===== config.mk =====
export PLATFORM = sky130hd
export DESIGN_NAME = dec_countdown_ctrl
export DESIGN_NICKNAME = d
export VERILOG_FILES = /design/src/rtl/dec_countdown_ctrl_pkg.sv /design/src/rtl/dec_countdown_ctrl_dec.sv /design/src/rtl/dec_countdown_ctrl.sv
export SDC_FILE = /design/constraint.sdc
export NUM_CORES = 1
export LEC_CHECK = 0
export ABC_AREA = 1
export BUFFER_PORTS_ARGS = -buffer_cell sky130_fd_sc_hd__buf_2
export CAP_MARGIN = 10
export CORE_ASPECT_RATIO = 0.6
export CORE_UTILIZATION = 24
export CTS_BUF_LIST = sky130_fd_sc_hd__clkbuf_8
export CTS_CLUSTER_DIAMETER = 50
export DETAILED_ROUTE_END_ITERATION = 7
export PLACE_DENSITY = 0.54
export SLEW_MARGIN = 30
export SYNTH_ARGS = -nofsm -noshare
export SYNTH_HDL_FRONTEND = slang
export SYNTH_HIERARCHICAL = 1
export SYNTH_SLANG_ARGS = --single-unit
export TNS_END_PERCENT = 30

===== constraint.sdc =====
create_clock -name Clk -period 2.2 [get_ports Clk]
set_clock_uncertainty 0.05 [all_clocks]
set_input_delay 0.11 -clock Clk [delete_from_list [all_inputs] [get_ports Clk]]
set_output_delay 0.11 -clock Clk [all_outputs]
set_load 0.02 [all_outputs]

===== src/rtl/dec_countdown_ctrl_pkg.sv =====
// Shared definitions for the countdown controller: FSM state encoding.
package dec_countdown_ctrl_pkg;

  // Controller states. The encoding values are fixed because other
  // blocks in the datapath library compare against them directly.
  typedef enum logic [1:0] {
    ST_IDLE = 2'd0,
    ST_RUN  = 2'd1,
    ST_DONE = 2'd2
  } state_e;

endpackage : dec_countdown_ctrl_pkg


===== src/rtl/dec_countdown_ctrl_dec.sv =====
// DEC component: unsigned decrement by one at DATAWIDTH bits.
// The caller is responsible for never presenting zero.
module dec_countdown_ctrl_dec #(
  parameter int DATAWIDTH = 8
) (
  input  logic [DATAWIDTH-1:0] a,
  output logic [DATAWIDTH-1:0] d
);

  localparam logic [DATAWIDTH-1:0] ONE_C = {{(DATAWIDTH-1){1'b0}}, 1'b1};

  // Pure combinational decrement.
  always_comb begin
    d = a - ONE_C;
  end

endmodule : dec_countdown_ctrl_dec


===== src/rtl/dec_countdown_ctrl.sv =====
// Countdown controller: loads a start value over valid/ready, then feeds
// the DEC result back into the count register on every enabled cycle.
// done is a level held until done_ack. All outputs are Moore-decoded.
module dec_countdown_ctrl
  import dec_countdown_ctrl_pkg::*;
#(
  parameter int DATAWIDTH = 8
) (
  input  logic                 Clk,
  input  logic                 Rst,
  input  logic                 in_valid,
  input  logic [DATAWIDTH-1:0] in_data,
  output logic                 in_ready,
  input  logic                 en,
  input  logic                 abort,
  output logic [DATAWIDTH-1:0] count,
  output logic                 busy,
  output logic                 done,
  input  logic                 done_ack
);

  localparam logic [DATAWIDTH-1:0] ZERO_C = {DATAWIDTH{1'b0}};
  localparam logic [DATAWIDTH-1:0] ONE_C  = {{(DATAWIDTH-1){1'b0}}, 1'b1};

  state_e                 state_q;
  state_e                 state_d;
  logic [DATAWIDTH-1:0]   count_q;
  logic [DATAWIDTH-1:0]   count_d;
  logic [DATAWIDTH-1:0]   dec_count_s;

  // Next-count candidate comes from the shared DEC component.
  dec_countdown_ctrl_dec #(
    .DATAWIDTH (DATAWIDTH)
  ) u_dec (
    .a (count_q),
    .d (dec_count_s)
  );

  // State and count registers; Rst low clears them immediately.
  always_ff @(posedge Clk or negedge Rst) begin
    if (!Rst) begin
      state_q <= ST_IDLE;
      count_q <= ZERO_C;
    end else begin
      state_q <= state_d;
      count_q <= count_d;
    end
  end

  // Next-state and next-count logic.
  always_comb begin
    state_d = state_q;
    count_d = count_q;
    case (state_q)
      ST_IDLE: begin
        if (in_valid) begin
          if (in_data != ZERO_C) begin
            count_d = in_data;
            state_d = ST_RUN;
          end else begin
            // A zero start value is already finished: skip RUN.
            count_d = ZERO_C;
            state_d = ST_DONE;
          end
        end else begin
          state_d = ST_IDLE;
        end
      end
      ST_RUN: begin
        if (abort) begin
          // abort outranks en, including on the final count.
          count_d = ZERO_C;
          state_d = ST_IDLE;
        end else if (en) begin
          if (count_q > ONE_C) begin
            count_d = dec_count_s;
          end else begin
            // Last step (count==1) lands on zero; treating a stray zero
            // the same way keeps DEC from ever wrapping.
            count_d = ZERO_C;
            state_d = ST_DONE;
          end
        end else begin
          state_d = ST_RUN;
        end
      end
      ST_DONE: begin
        // Load requests are ignored here even when acked in the same cycle.
        count_d = ZERO_C;
        if (done_ack) begin
          state_d = ST_IDLE;
        end else begin
          state_d = ST_DONE;
        end
      end
      default: begin
        count_d = ZERO_C;
        state_d = ST_IDLE;
      end
    endcase
  end

  // Moore output decode from the registered state and count.
  always_comb begin
    in_ready = 1'b0;
    busy     = 1'b0;
    done     = 1'b0;
    count    = count_q;
    case (state_q)
      ST_IDLE: begin
        in_ready = 1'b1;
      end
      ST_RUN: begin
        busy = 1'b1;
      end
      ST_DONE: begin
        done = 1'b1;
      end
      default: begin
        in_ready = 1'b0;
      end
    endcase
  end

endmodule : dec_countdown_ctrl


==> summary.txt <==
Run status
  – Result of the run: complete, no violations

Floorplanning
  – Area of the die: 3610 sq um
  – Number of I/O pins: 25
  – Width of the chip: between 70 and 80 um
  – DIE HEIGHT: between 40 and 50 um
  – CORE AREA: 3020 sq um
  – Initial cell density of the core: about a quarter
  – Placement Rows: 15

Detailed routing
  – DRC violations left: 0
  – Antenna violation net count after detailed routing: 0
  – Vias per cell: between 4 and 5
  – Final routed wirelength across all metal layers: about 2.1 mm
  – Via count: 831
  – Number of search-and-repair iterations in the first detailed-routing pass: 4
  – Average detailed-routed wire length per instance: 10.6 um
  – 1st-iter DRT viols: about 70

Cells and area
  – Post-Route Utilization: 33.9%
  – Area added between synthesis and finish: 26.8%
  – Ratio of cells with drive above 1 in the final layout: 25.0%
  – Layout net count: 177
  – Total inserted antenna cells: 0
  – Post-route cell area: approximately 1000 sq um
  – Non-Filler Instances: 202

Setup path
  – End of the worst register-to-register path: count[4]$_DFFE_PN0P_
  – Arrival @ worst endpoint: between 1.5 and 2 ns
  – Critical path start-end classification: register to register
  – Cell family with the largest share of critical-path delay: simple AND/OR/NAND/NOR gates
  – Ordered cell list for the critical path: inv_1 -> ha_1 -> inv_1 -> nor2_1 -> inv_1 -> o21ai_1 -> nand3_1 -> nand2_1 -> nand2_1 -> nand2_1
  – Startpoint of the lowest-slack register-to-register path: count[0]$_DFFE_PN0P_
  – Top fanout value on the critical path: 4
  – Crit path max-delay cell type: dfrtp_1
  – Data required time of the worst path: 2.32 ns
  – Worst path max stage delay: between 0.3 and 0.4 ns
  – Crit path to: count[4]$_DFFE_PN0P_
  – Buf/Inv on CP: 3
  – Category of the worst setup path launch point: register
  – Worst setup path startpoint: count[0]$_DFFE_PN0P_
  – FF-to-FF setup slack: ~0.62 ns
  – Setup crit end kind: register
  – Instance count on the critical path: 10
  – Logic depth of the worst register-to-register path: 10

Hold path
  – Type of the tightest min-delay check: input port to register
  – Worst hold path startpoint: in_data[4]
  – Count of cells along the worst hold path: 5

Global routing
  – Number of global-route vias before repair: about 720
  – First-pass GRT wire length: ~3.4 mm
  – All-Layer GR Usage: between 10% and 20%
  – Gr ovfl total: 0
  – Pin count of the biggest net entering global routing: 12
  – Number of antenna violations at the first check in global routing: 0

STA
  – Setup repair after global routing missed its margin: false
  – Post-Route Setup TNS: 0 ns
  – Transition time at the pin with the least slew margin: 0.411 ns
  – Hold_ws: approximately 0.15 ns
  – Total count of max-transition violations in the final report: 0
  – Hold violation count in the final report: 0
  – Maximum achievable frequency: approximately 630 MHz
  – Minimum clock period: between 1.5 and 2 ns
  – Fraction of the cycle the final worst path needs: a little under three quarters
  – Worst max-slew margin expressed relative to the limit: between 70% and 80%
  – Final count of negative-setup-slack endpoints: 0

Clocking
  – Setup bufs post-CTS: 0
  – Post-CTS clock slew at the launch and capture registers of the worst setup and hold paths: about 0.040 ns
  – Clock root buffer master: clkbuf_8
  – Worst skew pair latency: around 0.23 ns
  – Max Root-Sink Buffers: 2
  – Inserted Clock Buffers: 3
  – Clock tree from TritonCTS: done
  – Num Clock Sinks: 10
  – H-Tree Depth: 1

Power and ir drop
  – Leakage component of the power: 0.597 nW
  – Pwr dens: between 1000 and 1500 nW/um^2
  – VDD IR-drop max: slightly below 300 uV

Synth
  – Number of flops mapped to enable cells by yosys: 0
  – Post-synthesis instance area: ~800 sq um
  – Distinct cell type count after synthesis: 18
  – Net count after synthesis: about 150
  – Avg Cell Area, Syn: approximately 6.1 sq um
  – Count of synthesis-stage warnings from yosys: 6
  – Portion of synthesized cell area occupied by the leading cell type: a little under a third
  – Most numerous cell in the Yosys netlist: nand2_1
  – Largest area contributor in the netlist: dfrtp_1
  – Gate count after technology mapping: between 100 and 150
  – Most used DFF post-synth: dfrtp_1
  – Synthesized flop and latch total: 10
  – Async set-reset flop share out of synthesis: 100%
  – Top cells by instance count after synthesis: nand2_1, inv_1, nor2_1
  – Leading post-synthesis cells by cell area: dfrtp_1, nand2_1, inv_1
  – Share of the yosys chip area belonging to registers: a little under a third

Place
  – Placement-stage cell area: slightly below 1000 sq um
  – I/O Buffers: 24
  – Routability congestion estimate: 0.852
  – DP HPWL: 1.81 mm
  – Cell Count Post-Placement: around 200

Run
  – Number of violations of the max-capacitance limit: 0
[cells by family (layout without fill, tap and decap cells)]
logic type	after synthesis	in the layout	synth area share, %
buffers and inverters	21	48	10.2
xor gates and xnor gates	1	1	1.09
AOI/OAI and AO/OA	6	6	3.72
adders and majority gates	1	1	1.55
and+or+nand+nor	94	94	52.4
DFF	10	10	31.0
[flip-flops by register name, summed over array words and instances, names as in the netlist]
signal,cells
count,8
state_q,2
[per-stage QoR]
stage	power (mW)	worst slack, ns
2_1_floorplan	1.01	0.715
3_3_place_gp	1.26	0.600
3_5_place_dp	1.25	0.630
4_1_cts	1.44	0.617
5_1_grt	1.58	0.439
6_report	1.42	0.623
[final cells by class]
cell class | count | area [sq um]
flip-flops and latches | 10 | 250
inverters | 20 | 75.1
repair buffers | 25 | 130
well taps | 42 | 52.6
clock buffers | 3 | 41.3
multi-input cells | 102 | 474
fillers | 349 | 2000
[cell usage in the layout, fill, tap and decap left out, drive strengths merged]
cell	count
nand3	10
dfrtp	10
xor2	1
nand2	63
ha	1
nor3	2
clkbuf	3
o21ai	4
inv	20
a21oi	2
dlygate4sd3	1
nor2	17
nand4	2
buf	24
[per-layer routing]
metal  part of all wire (%)  vias to the layer above  global-route usage [%]  routed length, um
met3                    5.1                        2                    3.30                109
met5                      0                        -                       0                  0
met1                     55                      359                    19.4               1170
met2                     39                       14                    17.7                832
met4                   0.89                        0                    5.77                 19
li1                       -                      456                       -                  -
[worst reg2reg max path, cell delays in order, from the launching register on]
cell	delay (ns)
dfrtp_1	0.38
inv_1	0.13
ha_1	0.16
inv_1	0.05
nor2_1	0.19
inv_1	0.09
o21ai_1	0.15
nand3_1	0.11
nand2_1	0.08
nand2_1	0.05
nand2_1	0.06
[power by group]
part	internal, mW	switching (mW)
sequential	0.259	0.123
combinational	0.289	0.573
clock	0.119	0.0603
[how the worst min path moves through the flow]
stage,end,slack (ns)
2_1_floorplan,count[0]$_DFFE_PN0P_,-0.24
3_3_place_gp,state_q[0]$_DFFE_PN0P_,-0.07
3_5_place_dp,state_q[0]$_DFFE_PN0P_,-0.07
4_1_cts,count[4]$_DFFE_PN0P_,0.15
5_1_grt,count[6]$_DFFE_PN0P_,0.17
6_report,count[4]$_DFFE_PN0P_,0.15
[timing repair]
item	in CTS	in global routing
endpoints found under the hold margin	10	0
gates resized for setup	0	0
hold buffers	1	0
setup endpoints to repair	0	0
(Power assumes the default switching activity.)
